**config.mk**
```make
export PLATFORM = sky130hd
export DESIGN_NAME = if_fetch_unit
export DESIGN_NICKNAME = d
export VERILOG_FILES = /design/src/rtl/if_fetch_unit_pkg.sv /design/src/rtl/if_fetch_unit_fetch_queue.sv /design/src/rtl/if_fetch_unit.sv
export SDC_FILE = /design/constraint.sdc
export NUM_CORES = 1
export LEC_CHECK = 0
export ABC_CLOCK_PERIOD_IN_PS = 4100
export BUFFER_PORTS_ARGS = -buffer_cell sky130_fd_sc_hd__buf_2
export CORE_MARGIN = 2
export CORE_UTILIZATION = 38
export DETAILED_ROUTE_END_ITERATION = 10
export PLACE_DENSITY = 0.67
export SLEW_MARGIN = 10
export SYNTH_ARGS = -nofsm -noshare
export SYNTH_HDL_FRONTEND = slang
export SYNTH_SLANG_ARGS = --single-unit
```
**constraint.sdc**
```tcl
create_clock -name clk -period 4.1 [get_ports clk]
set_clock_uncertainty 0.1 [all_clocks]
set_input_delay 0.41 -clock clk [delete_from_list [all_inputs] [get_ports clk]]
set_output_delay 0.41 -clock clk [all_outputs]
set_load 0.02 [all_outputs]
```
**src/rtl/if_fetch_unit_pkg.sv**
```systemverilog
// Shared widths and helpers for the instruction-fetch stage.
package if_fetch_unit_pkg;

  localparam int MXLEN     = 64;
  localparam int ILEN_DEF  = 32;
  localparam int DEPTH_DEF = 2;

  // Width of a counter that must represent 0..depth inclusive.
  function automatic int cnt_w(input int depth);
    return $clog2(depth) + 1;
  endfunction

endpackage

```
**src/rtl/if_fetch_unit_fetch_queue.sv**
```systemverilog
// Circular buffer of {pc, inst, filled} entries for the fetch stage.
// Entries are allocated at request time, filled in allocation order when
// the response arrives, and freed from the head when decode takes them.
module fetch_queue
  import if_fetch_unit_pkg::*;
#(
  parameter int XLEN  = MXLEN,
  parameter int ILEN  = ILEN_DEF,
  parameter int DEPTH = DEPTH_DEF,
  localparam int PW   = $clog2(DEPTH),
  localparam int CW   = cnt_w(DEPTH)
) (
  input  logic            clk,
  input  logic            rst,
  input  logic            clear,
  input  logic            alloc,
  input  logic [XLEN-1:0] alloc_pc,
  input  logic            fill,
  input  logic [ILEN-1:0] fill_inst,
  input  logic            free,
  output logic [CW-1:0]   count,
  output logic [CW-1:0]   unfilled,
  output logic            head_filled,
  output logic [XLEN-1:0] head_pc,
  output logic [ILEN-1:0] head_inst
);

  logic [XLEN-1:0]  pc_mem   [DEPTH];
  logic [ILEN-1:0]  inst_mem [DEPTH];
  logic [DEPTH-1:0] filled;
  logic [PW-1:0]    wr_ptr;
  logic [PW-1:0]    rd_ptr;
  logic [PW-1:0]    fill_ptr;
  logic [CW-1:0]    count_q;
  logic [CW-1:0]    nfilled;

  // Pointer, occupancy and filled-flag bookkeeping; clear empties the queue in one cycle.
  always_ff @(posedge clk) begin
    if (rst || clear) begin
      wr_ptr   <= '0;
      rd_ptr   <= '0;
      fill_ptr <= '0;
      count_q  <= '0;
      filled   <= '0;
    end else begin
      if (alloc) begin
        wr_ptr <= wr_ptr + PW'(1);
      end
      if (fill) begin
        fill_ptr         <= fill_ptr + PW'(1);
        filled[fill_ptr] <= 1'b1;
      end
      if (free) begin
        rd_ptr         <= rd_ptr + PW'(1);
        filled[rd_ptr] <= 1'b0;
      end
      count_q <= count_q + CW'(alloc) - CW'(free);
    end
  end

  // Entry payload storage; no reset needed since validity lives in the flags.
  always_ff @(posedge clk) begin
    if (alloc) begin
      pc_mem[wr_ptr] <= alloc_pc;
    end
    if (fill) begin
      inst_mem[fill_ptr] <= fill_inst;
    end
  end

  // Allocated entries still waiting for their memory response.
  always_comb begin
    nfilled = '0;
    for (int i = 0; i < DEPTH; i++) begin
      nfilled = nfilled + CW'(filled[i]);
    end
    unfilled = count_q - nfilled;
  end

  assign count       = count_q;
  assign head_filled = filled[rd_ptr];
  assign head_pc     = pc_mem[rd_ptr];
  assign head_inst   = inst_mem[rd_ptr];

endmodule

```
**src/rtl/if_fetch_unit.sv**
```systemverilog
// Instruction-fetch stage: issues in-order memory requests for the PC stage,
// buffers {pc, inst} pairs for decode and swallows responses that belong to
// fetches cancelled by a redirect.
module if_fetch_unit
  import if_fetch_unit_pkg::*;
#(
  parameter int XLEN  = MXLEN,
  parameter int ILEN  = ILEN_DEF,
  parameter int DEPTH = DEPTH_DEF
) (
  input  logic            clk,
  input  logic            rst,
  input  logic            pc_valid_i,
  input  logic [XLEN-1:0] pc_i,
  output logic            pc_ready_o,
  input  logic            flush_i,
  output logic            imem_req_valid_o,
  input  logic            imem_req_ready_i,
  output logic [XLEN-1:0] imem_req_addr_o,
  input  logic            imem_rsp_valid_i,
  input  logic [ILEN-1:0] imem_rsp_data_i,
  output logic            id_valid_o,
  input  logic            id_ready_i,
  output logic [XLEN-1:0] id_pc_o,
  output logic [ILEN-1:0] id_inst_o
);

  localparam int CW = cnt_w(DEPTH);
  localparam logic [CW-1:0] FULL = CW'(DEPTH);

  logic [CW-1:0]   q_count;
  logic [CW-1:0]   q_unfilled;
  logic [CW-1:0]   drop_cnt;
  logic            head_filled;
  logic [XLEN-1:0] head_pc;
  logic [ILEN-1:0] head_inst;
  logic            rsp_drop;
  logic            rsp_fill;
  logic            id_fire;

  // Request side: same-cycle handshake, gated by the registered occupancy so a
  // free in this cycle cannot open a slot until the next one.
  always_comb begin
    imem_req_valid_o = !rst && pc_valid_i && !flush_i && (q_count != FULL);
    imem_req_addr_o  = pc_i;
    pc_ready_o       = imem_req_valid_o && imem_req_ready_i;
  end

  // Response side: responses owed to cancelled fetches are consumed before any fill.
  always_comb begin
    rsp_drop = imem_rsp_valid_i && (drop_cnt != '0);
    rsp_fill = imem_rsp_valid_i && (drop_cnt == '0);
  end

  // Decode side: outputs read zero unless the head holds a fetched instruction.
  always_comb begin
    id_valid_o = !rst && head_filled;
    id_pc_o    = id_valid_o ? head_pc : '0;
    id_inst_o  = id_valid_o ? head_inst : '0;
    id_fire    = id_valid_o && id_ready_i;
  end

  // Count of responses still to be discarded; a redirect adds every fetch that
  // was allocated but not yet answered, less one answered in the redirect cycle.
  always_ff @(posedge clk) begin
    if (rst) begin
      drop_cnt <= '0;
    end else if (flush_i) begin
      drop_cnt <= drop_cnt - CW'(rsp_drop) + q_unfilled - CW'(rsp_fill);
    end else begin
      drop_cnt <= drop_cnt - CW'(rsp_drop);
    end
  end

  fetch_queue #(
    .XLEN  (XLEN),
    .ILEN  (ILEN),
    .DEPTH (DEPTH)
  ) u_queue (
    .clk         (clk),
    .rst         (rst),
    .clear       (flush_i),
    .alloc       (pc_ready_o),
    .alloc_pc    (pc_i),
    .fill        (rsp_fill),
    .fill_inst   (imem_rsp_data_i),
    .free        (id_fire),
    .count       (q_count),
    .unfilled    (q_unfilled),
    .head_filled (head_filled),
    .head_pc     (head_pc),
    .head_inst   (head_inst)
  );

  // A response with nothing allocated and nothing to drop means memory broke the protocol.
  assert property (@(posedge clk) disable iff (rst)
    !(imem_rsp_valid_i && (q_count == '0) && (drop_cnt == '0)));

endmodule

```
== Word level (Yosys, flattened, before mapping) ==
Memories as Yosys holds them, arrays and structs flattened. A register that Yosys moved wholly into a read port is not among the register bits.
Index checks and enable logic that the tools add are counted.
Widths: inputs -> output; s select.

* Add/subtract/negate cells: 10
* Magnitude comparators: 4
* Equal/unequal tests: 1
* Multiplexer cells: 20
* Bitwise logic cells: 3
* Reductions and logical operators: 15

{| class="wikitable"
|+ Operators with widths
! kind !! number
|-
| $mux 64 || 1
|-
| $mux 32 || 1
|-
| $mux 1 || 12
|-
| $logic_and 1x1->1 || 10
|-
| $mux 2 || 4
|-
| $sub 2x1->2 || 3
|-
| $lt 1x2->1 const B || 2
|-
| $add 1x1->1 const B || 3
|-
| $add 1x1->2 || 1
|-
| $add 2x1->2 || 1
|-
| $add 2x2->2 || 1
|-
| $and 2x2->2 || 1
|-
| $demux 1 s1 || 2
|-
| $ge 1x1->1 const B || 2
|-
| $logic_not 1->1 || 2
|-
| $logic_not 2->1 || 1
|-
| $ne 2x2->1 const B || 1
|-
| $not 2->2 || 1
|-
| $or 2x2->2 || 1
|-
| $reduce_bool 2->1 || 1
|-
| $sub 2x2->2 || 1
|-
| $logic_or 1x1->1 || 1
|}

* Register bits: 9
* RAM bits: 192
* Bits of input ports: 103
* Output and inout port bits: 163
* Logic and storage cells: 61
* Memories: 2

{| class="wikitable"
|+ Memories
! memory !! depth !! bits a word !! rd ports !! clocked after Yosys merged registers in !! wr ports !! line !! RTL
|-
| u_queue.pc_mem || 2 || 64 || 1 || 1 || 1 || if_fetch_unit_fetch_queue.sv:28 || <nowiki>logic [XLEN-1:0] pc_mem [DEPTH];</nowiki>
|-
| u_queue.inst_mem || 2 || 32 || 1 || 1 || 1 || if_fetch_unit_fetch_queue.sv:29 || <nowiki>logic [ILEN-1:0] inst_mem [DEPTH];</nowiki>
|}

== Longest topological paths before layout ==
Gate-level depths: netlist of the first run.

* Depth in word-level cells: 9
* Mapped depth: 13

== Hierarchy ==
From an unflattened synthesis of the first run, not the netlist that was laid out.

* Cell total of the unflattened synthesis: 534
* Area total of the unflattened synthesis: 8882.3 µm²

{| class="wikitable"
|+ By module, submodules not included
! module !! instances !! cells each !! area each (µm²)
|-
| fetch_queue || 1 || 340 || 7542.2
|-
| if_fetch_unit || 1 || 194 || 1340.0
|}

== Worst setup path before layout of the first run ==
OpenSTA, ideal clock, no wires.

* Path kind: input-to-reg
* Start: input flush_i
* End: memory u_queue.pc_mem[0][0] (netlist name), enable pin
* Library setup time: 0.487 ns
* Arrival time: 3.519 ns
* Setup slack: -0.005 ns
* Stages: 3
* Path buffers: 0
* Cells stage by stage: nor2_1 -> nand4_1 -> nor2_1

* Word-level cells in the longest chain between the ends: 6

{| class="wikitable"
|+ RTL lines
! item !! line !! RTL
|-
| from (decl) || if_fetch_unit.sv:16 || <nowiki>input logic flush_i,</nowiki>
|-
| $logic_not 1->1 || if_fetch_unit.sv:44 || <nowiki>imem_req_valid_o = !rst && pc_valid_i && !flush_i && (q_count != FULL);</nowiki>
|-
| $logic_and 1x1->1 (2 in series) || if_fetch_unit.sv:44 ||
|-
| $logic_and 1x1->1 || if_fetch_unit.sv:46 || <nowiki>pc_ready_o = imem_req_valid_o && imem_req_ready_i;</nowiki>
|-
| $mux 1 || if_fetch_unit_fetch_queue.sv:63 || <nowiki>if (alloc) begin</nowiki>
|-
| $mux 1 (implied by the code) || if_fetch_unit_fetch_queue.sv:64 || <nowiki>pc_mem[wr_ptr] <= alloc_pc;</nowiki>
|-
| to (decl) || if_fetch_unit_fetch_queue.sv:28 ||
|}

No other way between the ends.

== Worst setup path in the final report of the first run ==
* Start: register drop_cnt[1]
* End: register drop_cnt[1]

* Word-level cells in the longest chain between the ends: 6

{| class="wikitable"
|+ RTL lines
! item !! line !! RTL
|-
| from (decl) || if_fetch_unit.sv:33 || <nowiki>logic [CW-1:0] drop_cnt;</nowiki>
|-
| from (signal assigned) || if_fetch_unit.sv:69 || <nowiki>drop_cnt <= drop_cnt - CW'(rsp_drop) + q_unfilled - CW'(rsp_fill);</nowiki>
|-
| from (signal assigned) || if_fetch_unit.sv:71 || <nowiki>drop_cnt <= drop_cnt - CW'(rsp_drop);</nowiki>
|-
| $reduce_bool 2->1 || if_fetch_unit.sv:51 || <nowiki>rsp_drop = imem_rsp_valid_i && (drop_cnt != '0);</nowiki>
|-
| $logic_and 1x1->1 || if_fetch_unit.sv:51 ||
|-
| $sub 2x1->2 || if_fetch_unit.sv:69, if_fetch_unit.sv:71 ||
|-
| $add 2x2->2 || if_fetch_unit.sv:69 ||
|-
| $sub 2x1->2 || if_fetch_unit.sv:69 ||
|-
| $mux 2 (*) || if_fetch_unit.sv:68 || <nowiki>end else if (flush_i) begin</nowiki>
|}

Every way passes the cells marked *; elsewhere a longest branch is shown, timed or not.
A chain may end at the register's enable or synchronous reset.

==> impl_results.md, run 1 <==
- Outcome: finished, final reports clean
- Period utilisation layout: 0.7935
- CP endpoint kind: flop
- Vias in the first global route: between 4000 and 5000
- CP max stage delay: 390 ps
- Dpl ws: around 760 ps
- Die area: 0.02300 mm2
- Final setup violation count: 0
- Largest net degree at the start of global routing: 98
- Critical Path RT: 4410 ps
- WHS Endpoint: u_queue.pc_mem[1][42]
- Lkg Pwr: 4.111 nW
- Synthesized area per cell: between 15 and 20 um2
- 1st-iter DRT viols: about 190
- Cell area after synthesis: 0.008285 mm2
- Clock transition at the registers of the reported paths: 60 ps
- Critical path fanouts, max: 5
- Final worst setup slack: 846.7 ps
- Fraction of layout cells with a size suffix above 1: 0.3836
- Mapped Cells: 539
- Worst setup path class: reg2reg
- #FFs+latches synth: 202
- Worst-Skew Late Latency: 490 ps
- GP Congestion: 0.7524
- Final Critical Period: 3253 ps
- CTS Buf Count: 21
- DRC viols: 0
- Critical Path Most Common Cell: ha_1
- Synth top area share: 0.6959
- CTS H-Tree Depth: 1
- Post-synth top flop: edfxtp_1
- Total design power: 4.902 mW
- Chip width: 151.7 um
- Top cells by count, synth: edfxtp_1, nor2_1, mux2i_1, buf_4, buf_2
- Yosys warning total: 0
- Layout area overhead: 28.13%
- CTS tree: yes
- Port bufs: 265
- Detailed Routing Iterations Pass 1: 4
- Max_cap viols: 0
- Hold Crit Class: in2reg
- Core region area: 0.02162 mm2
- Post-Route WL: between 15 and 20 mm
- R2r setup slk: ~850 ps
- Routed length per instance: 15.57 um
- Initial antenna violation count: 0
- All-Layer GR Usage: 0.1387
- Synth area leader: edfxtp_1
- Post-DP Area: 0.009480 mm2
- Vias per cell: around 4.5
- Root buf cell: clkbuf_16
- Top-count cell post-synth: edfxtp_1
- Crit-path cells: nor2_1, nor2b_1, ha_1, xor2_2, xnor2_1, ha_1, xor2_1, ha_1, ha_1, xor2_1, xnor2_1, xnor3_1, a211oi_2
- Antenna viol nets, final: 0
- Placed insts: 1001
- IO Count: 266
- Min-Delay Path Depth: 1
- WP data arrival: between 3000 and 4000 ps
- Max VDD drop: between 0.3 and 0.4 mV
- Unrepaired setup endpoints after global routing: false
- Post-synth ARST share: 0
- Worst Reg-to-Reg Cells: 13
- WP buf/inv: 0
- Post-synth EDFFs: 192
- Crit path max-delay family: XOR/XNOR gates
- Slowest-stage cell, CP: dfxtp_1
- Top post-synthesis cells by area: edfxtp_1, mux2i_1, buf_4
- CTS max path bufs: 3
- Element type at the critical path start: flop
- Non-filler cells, final: 1084
- Seq/Total Area, Yosys: 0.7200
- Initial Utilization: 0.3832
- Hold path start: pc_i[42]
- Design area: 0.01062 mm2
- Die Y-Extent: 151.7 um
- Relative slew slack: 0.3006
- Reg2Reg Launch Point: drop_cnt[1]
- Worst hold slack: approximately 23 ps
- Post-detail-place hpwl: between 10 and 15 mm
- CTS sink cnt: about 200
- Cell variety after synth: 26
- Nets: 900
- Slew Limit Fails: 0
- Row Count: 54
- Fill count: between 1500 and 2000
- First-pass GRT wire length: 24.63 mm
- Vias: 4879
- PwrDens: 461.8 mW/mm2
- FF-to-FF End: drop_cnt[1]
- Gr ovfl total: 0
- Syn Nets: 649
- Final hold vios: 0
- Max Fclk: 0.3074 GHz
- Setup Fix Bufs, Post-CTS: 0
- Worst slew pin tran: 1049 ps
layout by cell type, fill, tap and decap left out:
cell	instances
buf_2	265
edfxtp_1	192
nor2_1	106
mux2i_1	96
dlygate4sd3_1	46
clkbuf_16	21
inv_1	10
dfxtp_1	9
ha_1	7
xnor2_1	6
clkbuf_1	5
nor2_4	4
xor2_1	3
clkinv_2	3
bufinv_16	3
buf_12	3
nand2b_1	2
nand2_1	2
o221a_2	2
a21oi_1	2
clkinv_1	2
diode_2	1
nand4_1	1
a211oi_1	1
nor2b_1	1
a21o_4	1
and3_1	1
xor2_2	1
and2_1	1
or2_1	1
a21oi_2	1
xnor3_1	1
a211oi_2	1
dfxtp_4	1
clkinv_4	1
clkinvlp_4	1
per-stage QoR:
| stage | TNS (ps) | util |
|---|---|---|
| floorplan | -685.7 | - |
| global placement | 0 | 0.4385 |
| detailed placement | 0 | 0.4385 |
| CTS | 0 | 0.4909 |
| global route | 0 | 0.4909 |
| finish | 0 | 0.4910 |
registers in the layout, summed over array words and instances (netlist names), named ones only:
name              flops
u_queue.filled        2
u_queue.inst_mem     64
u_queue.rd_ptr        1
drop_cnt              2
u_queue.count         2
u_queue.wr_ptr        1
u_queue.fill_ptr      1
u_queue.pc_mem      128
final cells by class:
| class | count | area [um2] | area share |
|---|---|---|---|
| Clock buffer | 26 | 544.3 | 0.05127 |
| Inverter | 10 | 37.54 | 0.003536 |
| Sequential cell | 202 | 5969 | 0.5623 |
| Tap cell | 280 | 350.3 | 0.03300 |
| Timing Repair Buffer | 314 | 1847 | 0.1740 |
| Antenna cell | 1 | 2.502 | 0.0002357 |
| Multi-Input combinational cell | 241 | 1737 | 0.1636 |
| Clock inverter | 10 | 128.9 | 0.01214 |
worst max-delay path by stage:
stage / start / end / slack [ps] / depth (start not counted)
after floorplan: flush_i / u_queue.pc_mem[0][0] / -5 / 3
after global placement: imem_rsp_valid_i / drop_cnt[1] / 860 / 13
after detailed placement: imem_rsp_valid_i / drop_cnt[1] / 760 / 13
after CTS: drop_cnt[1] / drop_cnt[1] / 830 / 13
after global routing: drop_cnt[1] / drop_cnt[1] / 640 / 13
final: drop_cnt[1] / drop_cnt[1] / 850 / 13
routing by layer:
metal  global-route usage  part of all wire
met1               0.1568              0.40
met2               0.2489              0.49
met3              0.04760             0.099
met4              0.03889             0.016
met5                    0                 0
cell families (layout without fill, tap and decap cells):
kind of cell	count (synthesis)	count (layout)	share of synthesized area
compound gates	8	8	0.008306
xor+xnor	11	11	0.01420
fa+ha+maj	7	7	0.01057
buf+inv	96	360	0.07490
flops	202	202	0.7200
mux	96	96	0.1160
other cells	0	1	0
simple gates	119	119	0.05603
repair_timing:
item                      CTS  global route
hold endpoints to repair   92             0
hold buffers               46             0
resized for setup           0             0
worst reg2reg max path: cells and delay by family, from the launching register on:
kind                     cells  cell delay [ps]
XOR/XNOR                     6             1350
adder cells (fa/ha/maj)      4              950
flip-flops                   1              390
AO/OA/AOI/OAI                1              210
AND/OR/NAND/NOR              2              190
where the power goes:
part	leakage [nW]	internal, mW	switching [mW]	total, mW
logic	1.96	0.262	0.364	0.625
registers	1.83	2.38	0.0286	2.41
clock network	0.326	1.13	0.738	1.87
total	4.11	3.77	1.13	4.90
Power figures use the tool's default switching activity.
==> inputs of run 2 (changes only) <==
--- a/config.mk
+++ b/config.mk
@@ -5,12 +5,13 @@
 export SDC_FILE = /design/constraint.sdc
 export NUM_CORES = 1
 export LEC_CHECK = 0
-export ABC_CLOCK_PERIOD_IN_PS = 4100
+export ABC_AREA = 1
+export ABC_CLOCK_PERIOD_IN_PS = 3000
 export BUFFER_PORTS_ARGS = -buffer_cell sky130_fd_sc_hd__buf_2
 export CORE_MARGIN = 2
 export CORE_UTILIZATION = 38
 export DETAILED_ROUTE_END_ITERATION = 10
-export PLACE_DENSITY = 0.67
+export PLACE_DENSITY = 0.64
 export SLEW_MARGIN = 10
 export SYNTH_ARGS = -nofsm -noshare
 export SYNTH_HDL_FRONTEND = slang
==> constraint.sdc (replaced) <==
create_clock -name clk -period 3 [get_ports clk]
set_clock_uncertainty 0.1 [all_clocks]
set_input_delay 0.3 -clock clk [delete_from_list [all_inputs] [get_ports clk]]
set_output_delay 0.3 -clock clk [all_outputs]
set_load 0.02 [all_outputs]
==> run 2 against run 1 <==
- hold slack improved by 17 ps
- critical path type unchanged
- final area rose by 5.2%
- largest cell class unchanged
- fmax rose by 20%
==> impl_results.md, run 2 <==
- Outcome: finished, final reports clean
- Row Count: 54
- WP data arrival: 2990 ps
- Top post-synthesis cells by area: edfxtp_1, nand2_1, buf_4
- Worst-Skew Late Latency: roughly 480 ps
- Initial Utilization: 0.3871
- Top-count cell post-synth: nand2_1
- Hold Crit Class: in2reg
- Final Util: 0.5133
- Final TNS setup: 0 ps
- Max Fclk: around 0.37 GHz
- First-pass GRT wire length: between 30 and 40 mm
- Reg2Reg Launch Point: drop_cnt[1]
- Layout area overhead: 32.61%
- CTS max path bufs: 3
- Total design power: 6.555 mW
- Final Critical Period: 2708 ps
- #FFs+latches synth: 202
- Gr ovfl total: 0
- Slew Limit Fails: 0
- Non-filler cells, final: 1269
- Yosys warning total: 0
- Final setup violation count: 0
- Cell variety after synth: 23
- Nets: 1084
- Port bufs: 265
- All-Layer GR Usage: 0.1607
- Largest net degree at the start of global routing: just under 100
- Fraction of layout cells with a size suffix above 1: 0.3522
- Initial antenna violation count: 1
- Fill count: 1853
- PwrDens: 586.9 mW/mm2
- Post-Route WL: 19.55 mm
- Synthesized area per cell: ~12 um2
- Worst hold slack: 40.50 ps
- Max_cap viols: 0
- Syn Nets: 784
- CP endpoint kind: flop
- Placed insts: 1135
- Routed length per instance: 15.41 um
- Chip width: around 150 um
- Critical Path RT: 3280 ps
- Post-CTS sizing: 0
- Root buf cell: clkbuf_16
- Critical path fanouts, max: 3
- Largest register FFs: between 100 and 150
- Worst setup path class: reg2reg
- Final hold vios: 0
- Relative slew slack: 0.4930
- Synth top area share: 0.6846
- Design area: roughly 0.011 mm2
- Post-DP Area: 0.009619 mm2
- Post-synth ARST share: 0
- Die area: 0.02337 mm2
- Cell area after synthesis: roughly 0.0084 mm2
- Commonest non-fill, non-tap cell in the layout: buf_2
- Die Y-Extent: 152.9 um
- Multi-input gate area: roughly 0.0017 mm2
- Vias per cell: ~4.6
- CP Launch Point: drop_cnt[1]
- Worst slew pin tran: 760.6 ps
- Core region area: 0.02176 mm2
- CTS sink cnt: 202
- Element type at the critical path start: flop
- Most flops, register: u_queue.pc_mem
- IO Count: 266
- Lkg Pwr: 4.605 nW
- Post-synth EDFFs: between 150 and 200
- Unrepaired setup endpoints after global routing: false
- Period utilisation layout: 0.9027
- Top cells by count, synth: nand2_1, edfxtp_1, buf_4, a21oi_1, a21oi_2
- Hold path start: flush_i
- DRC viols: 0
- Mapped Cells: 674
- Post-detail-place hpwl: 11.39 mm
- Antenna viol nets, final: 0
- Max VDD drop: ~0.39 mV
- Largest regs: u_queue.pc_mem: 128 flops, u_queue.inst_mem: 64 flops
- Most frequent cells in the layout: buf_2, nand2_1, edfxtp_1
- R2r setup slk: 290 ps
- Seq/Total Area, Yosys: 0.7084
- GP Congestion: 0.7576
- Detailed Routing Iterations Pass 1: 5
- CTS Buf Count: 21
- Dpl ws: 304.8 ps
- Vias in the first global route: 5758
- Post-synth top flop: edfxtp_1
- Clock transition at the registers of the reported paths: about 50 ps
- Register Area: around 0.006 mm2
- Final worst setup slack: between 200 and 300 ps
- CTS tree: yes
- Vias: 5874
- CTS H-Tree Depth: 1
- Synth area leader: edfxtp_1
- 1st-iter DRT viols: 242
-- run 2: cell count changes after synthesis, sizes merged, moves of 2 or more --
cell,change
a211oi,-2
a21oi,+100
clkbuf,+8
inv,+14
mux2i,-96
nand2,+210
nand2b,-2
nand3,+4
nor2,-94
nor3,+3
o21ai,+3
o221a,-2
xnor2,-5
xor2,-2
-- run 2: what timing repair did --
item / CTS / global route
hold endpoints to repair: 192 / 0
buffers inserted: 0 / 0
hold buffers: 96 / 0
-- run 2: power breakdown --
| group | leakage [nW] | switching (mW) | internal, mW |
|---|---|---|---|
| Combinational | 2.50 | 0.617 | 0.374 |
| Clock | 0.280 | 0.971 | 1.29 |
| Sequential | 1.83 | 0.0401 | 3.27 |
-- run 2: worst paths after layout --
path | cells past startpoint | end
worst max-delay path | 20 | drop_cnt[1]
worst min-delay path | 3 | drop_cnt[0]
worst max register to register | 20 | drop_cnt[1]
worst min register to register | 2 | u_queue.rd_ptr
-- run 2: routing by layer --
metal,vias up,part of all wire,global-route usage
met4,0,0.016,0.04101
met1,2793,0.42,0.2027
met2,214,0.50,0.2823
met3,25,0.066,0.03487
li1,2842,-,-
met5,-,0,0
-- run 2: cell type report --
| type | instances | area share |
|---|---|---|
| Multi-Input combinational cell | 352 | 0.1549 |
| Tap cell | 280 | 0.03137 |
| Antenna cell | 1 | 0.0002241 |
| Clock inverter | 7 | 0.002353 |
| Sequential cell | 202 | 0.5345 |
| Inverter | 25 | 0.008739 |
| Clock buffer | 30 | 0.05008 |
| Timing Repair Buffer | 372 | 0.2178 |
-- run 2: logic make-up after synthesis --
logic type      after synthesis  share of synthesized area
xor+xnor                      3                   0.003120
flops                       202                     0.7084
simple gates                236                     0.1088
fa+ha+maj                     7                    0.01040
buf+inv                     120                    0.08854
compound gates              106                    0.08082
-- run 2: worst max-delay path, cell delays in order (launching register included) --
cell and delay, ps:
dfxtp_1 320, nor2_1 170, nor2_1 70, ha_1 190
inv_1 50, nand2_1 80, nand2_1 120, nand2_1 70
nand2_1 50, inv_1 40, ha_1 290, xor2_1 170
inv_1 60, ha_1 270, ha_1 190, nand3_1 80
nand2_1 60, nand2_1 70, nand2_1 50, nor2_1 80
nor2_1 40
